## src/rtl/uart_time_sequencer.sv

```systemverilog
// Formats a six-digit BCD stopwatch snapshot as "MM:SS.CC" and writes it to the UART one byte at a time.
// Define UART_SEQ_CRLF_EN to end each frame with CR LF (10 bytes); otherwise it ends with LF only (9 bytes).
module uart_time_sequencer #(
   parameter logic [4:0]  ADDR_TXDATA  = 5'h08,
   parameter logic [4:0]  ADDR_CTRL    = 5'h10,
   parameter logic [4:0]  ADDR_STATUS  = 5'h18,
   parameter int unsigned GUARD_CYC    = 4,
   parameter int unsigned POLL_TIMEOUT = 65535
) (
   input  logic        clk,
   input  logic        rst,
   input  logic        start,
   input  logic [23:0] bcd_digits,
   output logic        busy,
   output logic        done,
   output logic        error,
   output logic        bus_cs,
   output logic [4:0]  bus_addr,
   output logic        bus_rd,
   output logic        bus_wr,
   output logic [31:0] bus_wdata,
   input  logic [31:0] bus_rdata
);

   // state     | meaning
   // S_IDLE    | waiting for start, bus idle
   // S_WR_DATA | write current character to TX data register
   // S_WR_CTRL | set tx_wr in control register
   // S_WR_CLR  | clear tx_wr in control register
   // S_GUARD   | bus idle for GUARD_CYC cycles before polling
   // S_POLL    | read status register
   // S_CHECK   | evaluate tx_busy returned by the poll
   // S_DONE    | one-cycle done pulse
   typedef enum logic [2:0] {
      S_IDLE, S_WR_DATA, S_WR_CTRL, S_WR_CLR, S_GUARD, S_POLL, S_CHECK, S_DONE
   } state_t;

`ifdef UART_SEQ_CRLF_EN
   localparam logic [3:0] IDX_LAST = 4'd9;
`else
   localparam logic [3:0] IDX_LAST = 4'd8;
`endif
   localparam logic [7:0]  GUARD_LD = (GUARD_CYC == 0) ? 8'd0 : 8'(GUARD_CYC - 1);
   localparam logic [15:0] POLL_MAX = 16'(POLL_TIMEOUT);

   state_t      state_q, state_d;
   logic [3:0]  idx_q, idx_d;
   logic [7:0]  guard_q, guard_d;
   logic [15:0] poll_q, poll_d;
   logic [23:0] snap_q, snap_d;
   logic        error_q, error_d;
   logic        busy_q, done_q, cs_q, rd_q, wr_q;
   logic [4:0]  addr_q;
   logic [31:0] wdata_q;
   logic        rdata_unused;

   assign rdata_unused = ^bus_rdata[31:1];

   function automatic logic [7:0] digit_ascii(input logic [3:0] d);
      return (d > 4'd9) ? 8'h3F : {4'h3, d};
   endfunction

   function automatic logic [7:0] frame_char(input logic [23:0] s, input logic [3:0] i);
      logic [7:0] c;
      case (i)
         4'd0:    c = digit_ascii(s[23:20]);
         4'd1:    c = digit_ascii(s[19:16]);
         4'd2:    c = 8'h3A;
         4'd3:    c = digit_ascii(s[15:12]);
         4'd4:    c = digit_ascii(s[11:8]);
         4'd5:    c = 8'h2E;
         4'd6:    c = digit_ascii(s[7:4]);
         4'd7:    c = digit_ascii(s[3:0]);
`ifdef UART_SEQ_CRLF_EN
         4'd8:    c = 8'h0D;
         4'd9:    c = 8'h0A;
`else
         4'd8:    c = 8'h0A;
`endif
         default: c = 8'h00;
      endcase
      return c;
   endfunction

   always_comb begin
      state_d = state_q;
      idx_d   = idx_q;
      guard_d = guard_q;
      poll_d  = poll_q;
      snap_d  = snap_q;
      error_d = error_q;
      case (state_q)
         S_IDLE: begin
            if (start) begin
               snap_d  = bcd_digits;
               error_d = 1'b0;
               idx_d   = 4'd0;
               poll_d  = 16'd0;
               state_d = S_WR_DATA;
            end
         end
         S_WR_DATA: state_d = S_WR_CTRL;
         S_WR_CTRL: state_d = S_WR_CLR;
         S_WR_CLR: begin
            if (GUARD_CYC == 0) begin
               state_d = S_POLL;
            end else begin
               guard_d = GUARD_LD;
               state_d = S_GUARD;
            end
         end
         S_GUARD: begin
            if (guard_q == 8'd0) state_d = S_POLL;
            else                 guard_d = guard_q - 8'd1;
         end
         S_POLL: begin
            poll_d  = poll_q + 16'd1;
            state_d = S_CHECK;
         end
         S_CHECK: begin
            if (bus_rdata[0]) begin
               if (poll_q < POLL_MAX) begin
                  state_d = S_POLL;
               end else begin
                  error_d = 1'b1;
                  state_d = S_IDLE;
               end
            end else begin
               poll_d = 16'd0;
               if (idx_q == IDX_LAST) begin
                  state_d = S_DONE;
               end else begin
                  idx_d   = idx_q + 4'd1;
                  state_d = S_WR_DATA;
               end
            end
         end
         S_DONE:  state_d = S_IDLE;
         default: state_d = S_IDLE;
      endcase
   end

   // Outputs are decoded from the next state so they are valid in the cycle the FSM occupies it.
   always_ff @(posedge clk or negedge rst) begin
      if (!rst) begin
         state_q <= S_IDLE;
         idx_q   <= 4'd0;
         guard_q <= 8'd0;
         poll_q  <= 16'd0;
         snap_q  <= 24'd0;
         error_q <= 1'b0;
         busy_q  <= 1'b0;
         done_q  <= 1'b0;
         cs_q    <= 1'b0;
         rd_q    <= 1'b0;
         wr_q    <= 1'b0;
         addr_q  <= 5'd0;
         wdata_q <= 32'd0;
      end else begin
         state_q <= state_d;
         idx_q   <= idx_d;
         guard_q <= guard_d;
         poll_q  <= poll_d;
         snap_q  <= snap_d;
         error_q <= error_d;
         busy_q  <= (state_d != S_IDLE) && (state_d != S_DONE);
         done_q  <= (state_d == S_DONE);
         cs_q    <= 1'b0;
         rd_q    <= 1'b0;
         wr_q    <= 1'b0;
         addr_q  <= 5'd0;
         wdata_q <= 32'd0;
         case (state_d)
            S_WR_DATA: begin
               cs_q    <= 1'b1;
               wr_q    <= 1'b1;
               addr_q  <= ADDR_TXDATA;
               wdata_q <= {24'h0, frame_char(snap_d, idx_d)};
            end
            S_WR_CTRL: begin
               cs_q    <= 1'b1;
               wr_q    <= 1'b1;
               addr_q  <= ADDR_CTRL;
               wdata_q <= 32'h1;
            end
            S_WR_CLR: begin
               cs_q   <= 1'b1;
               wr_q   <= 1'b1;
               addr_q <= ADDR_CTRL;
            end
            S_POLL: begin
               cs_q   <= 1'b1;
               rd_q   <= 1'b1;
               addr_q <= ADDR_STATUS;
            end
            default: ;
         endcase
      end
   end

   assign busy      = busy_q;
   assign done      = done_q;
   assign error     = error_q;
   assign bus_cs    = cs_q;
   assign bus_addr  = addr_q;
   assign bus_rd    = rd_q;
   assign bus_wr    = wr_q;
   assign bus_wdata = wdata_q;

endmodule

```

## config.mk

```make
export PLATFORM = sky130hd
export DESIGN_NAME = uart_time_sequencer
export DESIGN_NICKNAME = d
export VERILOG_FILES = /design/src/rtl/uart_time_sequencer.sv
export SDC_FILE = /design/constraint.sdc
export NUM_CORES = 1
export LEC_CHECK = 0
export CORE_MARGIN = 10
export CORE_UTILIZATION = 50
export CTS_CLUSTER_DIAMETER = 30
export DETAILED_ROUTE_END_ITERATION = 8
export GPL_ROUTABILITY_DRIVEN = 0
export PLACE_DENSITY = 0.81
export SETUP_SLACK_MARGIN = 0.3
export SLEW_MARGIN = 15
export SYNTH_ARGS = -nofsm -noshare
export SYNTH_HDL_FRONTEND = slang
export SYNTH_SLANG_ARGS = --single-unit
export TNS_END_PERCENT = 100
```

## constraint.sdc

```tcl
create_clock -name clk -period 2.35 [get_ports clk]
set_input_delay 0.47 -clock clk [delete_from_list [all_inputs] [get_ports clk]]
set_output_delay 0.47 -clock clk [all_outputs]
set_load 0.005 [all_outputs]
```

---- Word-level counts from Yosys, hierarchy flattened ----
Cells that the tools add are included.
storage, ports and cells
  register bits ........................... 98
  word-level logic and storage cells ...... 97
  output and inout bits ................... 43
cells by class
  muxes and demuxes ....................... 33
  reductions and logical operators ........ 14
  order comparisons ....................... 7
  equal/unequal tests ..................... 27
  $add $sub $neg .......................... 3
operator list
  operator                 count
  $pmux W6 S9              1
  $mux W24                 2
  $pmux W16 S3             1
  $mux W4                  9
  $mux W16                 2
  $gt A4 B4 Y1 const B     6
  $pmux W3 S8              1
  $eq A3 B3 Y1 const B     6
  $add A16 B1 Y16 const B  1
  $eq A4 B3 Y1 const B     4
  $lt A16 B16 Y1 const B   1
  $pmux W8 S2              1
  $mux W3                  5
  $pmux W5 S3              1
  $eq A3 B2 Y1 const B     4
  $pmux W6 S2              1
  $ne A2 B2 Y1 const B     5
  $eq A4 B2 Y1 const B     2
  $eq A4 B4 Y1 const B     2
  $logic_not A8 Y1         1
  $mux W8                  1
  $pmux W4 S2              1
  $sub A8 B1 Y8 const B    1
  $eq A3 B1 Y1 const B     2
  16 further kinds         23

---- Logic depth before layout (Yosys ltp) ----
  depth in word-level cells ............... 7
  gate-level depth with buffers ........... 10
  depth with buffers taken out ............ 9

---- Worst setup path before layout ----
OpenSTA, ideal clock, no wires.
  kind .................................... reg-to-reg
  start point ............................. register idx_q[0]
  end point ............................... register wdata_q[3] (netlist: bus_wdata[3])
  period minus slack after synthesis ...... 2057 ps
  arrival time ............................ 1927 ps
  cell stages (with the launch flop) ...... 9
  required time ........................... 2220 ps
  path slack .............................. 293 ps
  path through ............................ dfrtp_1 > inv_1 > ha_1 > a2111oi_4 > a31oi_2 > inv_2 > mux2_2 > o211ai_1 > o31ai_1
on the way
  cells in the longest elaborated chain, start to end .. 7
RTL lines
  what                                           line      text
  start: declaration                             47        logic [3:0] idx_q, idx_d;
  start signal: assignment                       161       idx_q <= idx_d;
  $add A4 B1 Y4 or $eq A4 B4 Y1 (tied branches)  133, 130
  $mux W4                                        130       if (idx_q == IDX_LAST) begin
  $mux W4                                        121       if (bus_rdata[0]) begin
  $pmux W4 S2                                    92        case (state_q)
  $eq A4 B4 Y1 (tied with other cells)           65        case (i)
  $pmux W6 S9                                    65
  $pmux W6 S2 *                                  173       case (state_d)
  end signal: assignment                         178       wdata_q <= {24'h0, frame_char(snap_d, idx_d)};
  end: declaration                               54        logic [31:0] wdata_q;
Every way passes the cells marked *; elsewhere a longest branch is shown, timed or not.
A chain may end at the register's enable or synchronous reset.

---- Worst setup path in the final report ----
  start point ............................. register state_q[1]
  end point ............................... register wdata_q[2] (netlist: bus_wdata[2])
on the way
  cells in the longest elaborated chain, start to end .. 6
RTL lines
  what                      line  text
  start: declaration        46    state_t state_q, state_d;
  start signal: assignment  160   state_q <= state_d;
  $logic_not A3 Y1          92
  $mux W24                  92
  $gt A4 B4 Y1              60    return (d > 4'd9) ? 8'h3F : {4'h3, d};
  $mux W4                   60
  $pmux W6 S9               65
  $pmux W6 S2 *             173
Marked as above.

==> flow_metrics.py <==
metrics = {
    "placement": {
        "hpwl_um": 7240,
        "post_dp_cell_area_um2": 4800,
        "portBuffers": 41,
        "dp_cells": 640,
    },
    "power_and_ir_drop": {
        "power_frac_seq": 0.324,
        "powerDensity_nw_per_um2": 1120,
        "irDropWorstVdd_uv": 623,
        "switchingPower_mw": 2.29,
        "leakage_nw": 2.45,
        "swShare": 0.391,
        "p_comb_frac": 0.482,
        "power.internal_mw": 3.57,
        "p_clk_frac": 0.194,
    },
    "global_route": {
        "grt_max_degree": 70,
        "overflow": 0,
        "grt_use_total": 0.173,
        "antenna_found_initial": 0,
        "grt_pass1_wl_um": 16900,
        "grt_pass1_vias": 3575,
    },
    "yosys": {
        "ys_ff_latch": 69,
        "synth_top_area_frac": 0.423,
        "synth_largest_area_cell": "dfrtp_1",
        "synth_cells": 469,
        "synth_edf_count": 0,
        "synth_ff_type": "dfrtp_1",
        "avgSynthCellArea_um2": 8.70,
        "synth.area.top_cells": "dfrtp_1 (42%), nand2_1 (9.1%), buf_4 (5.5%)",
        "yosysWarnings": 0,
        "yosysSeqAreaShare": 0.423,
        "syn_area_um2": 4080,
        "synth_cell_types": 64,
        "async_flop_share": 1.00,
    },
    "critical_path": {
        "crit_path_end_kind": "flop",
        "crit_fanout": 16,
        "start_kind": "flop",
        "cp.arrival_ns": 2.46,
        "required_ns": 2.58,
        "crit_type": "reg -> reg",
    },
    "drt": {
        "via_count": 3706,
        "drc": 0,
        "wl_per_cell_um": 16.1,
        "routed_via_density": 5.60,
        "drt_iter0_markers": 224,
        "ant_nets": 0,
        "first_pass_iters": 6,
        "wirelength_um": 10600,
    },
    "floorplanning": {
        "start_util": 0.520,
        "core-area_um2": 7850,
        "dieHeight_um": 110,
        "dieArea_um2": 12200,
        "die_w_um": 110,
        "rows": 32,
        "io_pins": 102,
    },
    "finish": {
        "drive_gt1_frac": 0.191,
        "syn_to_final_growth_pct": 28.3,
        "final_cells": 662,
        "fill_cells": 638,
        "design_area_um2": 5240,
        "num_antenna_cells": 0,
        "fin_nets": 619,
    },
    "sta": {
        "finalCritPeriodShare": 0.951,
        "setup_tns_ns": 0,
        "slew_violations": 0,
        "skew_ns": 0.0108,
        "final-hold-violation-count": 0,
        "setup_viol": 0,
        "max_freq_mhz": 448,
        "rsz0062_at_grt": "true",
        "worst_hold_slack_ns": 0.130,
        "finalCriticalPeriod_ns": 2.23,
    },
    "clock_network": {
        "cts_tree": "yes",
        "clkTransAtPathRegs_ns": 0.08,
        "root_buffer": "clkbuf_8",
        "clockBufferDepth": 2,
        "worstSkewPairLatency_ns": 0.36,
        "clkSinkCount": 69,
        "htreeDepth": 3,
        "hold_buffers": 0,
        "cts_buffers": 9,
    },
    "flow_run": {
        "maxCapViolCount": 0,
    },
    "run_status": {
        "outcome": "complete, no violations",
    },
    "min_path": {
        "hold_path_class": "in -> async",
    },
}
path summary, 6_finish.rpt:
check | startpoint | end | slack (ns) | cells after the start
max in group asynchronous | rst | snap_q[4] | 1.92 | 2
min in group clk | snap_q[0] | snap_q[0] | 0.48 | 2
hold / removal | rst | bus_cs | 0.13 | 2
setup / recovery | state_q[1] | bus_wdata[2] | 0.12 | 7
hold reg to reg | snap_q[0] | snap_q[0] | 0.48 | 2
setup reg to reg | state_q[1] | bus_wdata[2] | 0.12 | 7
cell type report:
class	count	area [µm²]	share of cell area
Clock buffer	11	151	0.0289
Timing Repair Buffer	97	901	0.172
Tap cell	102	128	0.0244
Sequential cell	69	1730	0.330
Clock inverter	5	82.6	0.0158
Inverter	17	66.3	0.0127
Multi-Input combinational cell	361	2180	0.416
registers in the layout, indices dropped and copies added (netlist names):
signal     cells
snap_q        24
poll_q        16
guard_q        8
bus_wdata      6
idx_q          4
state_q        3
bus_addr       2
bus_cs         1
bus_rd         1
bus_wr         1
busy           1
done           1
error          1
cells in the final DEF (no fill, tap or decap), drive strengths merged, types with 3 or more instances in the layout:
master,Yosys,final
a31oi,7,7
and3,8,8
o31ai,3,3
buf,41,57
a21o,3,3
nand2,100,100
conb,1,29
clkdlybuf4s50,0,38
ha,5,5
and4,3,3
o211ai,6,6
mux2i,3,3
nor2,34,34
nand4,5,5
or3,5,5
nand3b,7,7
o21a,3,3
xor2,14,14
nand3,13,13
a21oi,21,21
clkinvlp,0,3
nand4b,3,3
dfrtp,69,69
clkbuf,9,11
nor3,15,15
nand2b,3,3
o21ai,26,26
xnor2,5,5
a211oi,10,10
inv,17,17
synthesized netlist by cell type, drive strengths merged, types with 5 or more instances:
| master | number |
|---|---|
| nor2 | 34 |
| nand2 | 100 |
| xor2 | 14 |
| ha | 5 |
| inv | 17 |
| and3 | 8 |
| a211oi | 10 |
| nor3 | 15 |
| clkbuf | 9 |
| nand4 | 5 |
| a31oi | 7 |
| nand3 | 13 |
| xnor2 | 5 |
| or3 | 5 |
| a21oi | 21 |
| o211ai | 6 |
| o21ai | 26 |
| buf | 41 |
| dfrtp | 69 |
| nand3b | 7 |
through the flow:
step,utilization,power (mW),worst slack [ns]
floorplan,-,3.45,0.304
global placement,0.612,4.30,-0.303
detailed placement,0.612,4.40,-0.299
CTS,0.656,5.69,0.196
global route,0.667,6.25,0.0792
finish,0.667,5.85,0.116
per-layer routing:
layer | part of all wire | vias up | global-route usage
met2 | 0.51 | 168 | 0.287
met1 | 0.41 | 1771 | 0.213
li1 | - | 1747 | -
met4 | 0.020 | 0 | 0.0596
met3 | 0.063 | 20 | 0.0447
met5 | 0 | - | 0
power by group through the flow:
stage / clock, mW / sequential [mW] / combinational (mW)
finish: 1.14 / 1.90 / 2.82
global placement: 0 / 1.86 / 2.45
floorplan: 0 / 1.84 / 1.61
global route: 1.20 / 1.94 / 3.11
CTS: 1.15 / 1.87 / 2.68
detailed placement: 0 / 1.88 / 2.51
kinds of logic (layout without fill, tap and decap cells):
family          Yosys count  count (layout)  synth area share
simple gates            208             208             0.252
compound gates           96              96             0.162
flops                    69              69             0.423
buf+inv                  67             130            0.0954
xor+xnor                 19              19            0.0408
fa+ha+maj                 5               5            0.0153
mux                       4               4            0.0101
other cells               1              29          0.000919
critical path: stages (launching register included):
cell	delay [ns]
dfrtp_1	0.39
or4b_4	0.60
buf_12	0.18
buf_12	0.14
a211oi_1	0.39
nor3_2	0.11
o211ai_1	0.19
a31oi_1	0.11
timing repair:
| action | in CTS | in global routing |
|---|---|---|
| gates cloned | 1 | 0 |
| gates resized for setup | 17 | 17 |
| buffers inserted | 3 | 2 |
| pin swaps | 8 | 5 |
| setup endpoints to repair | 17 | 20 |
Note: power is estimated with default switching activity, not from simulation.
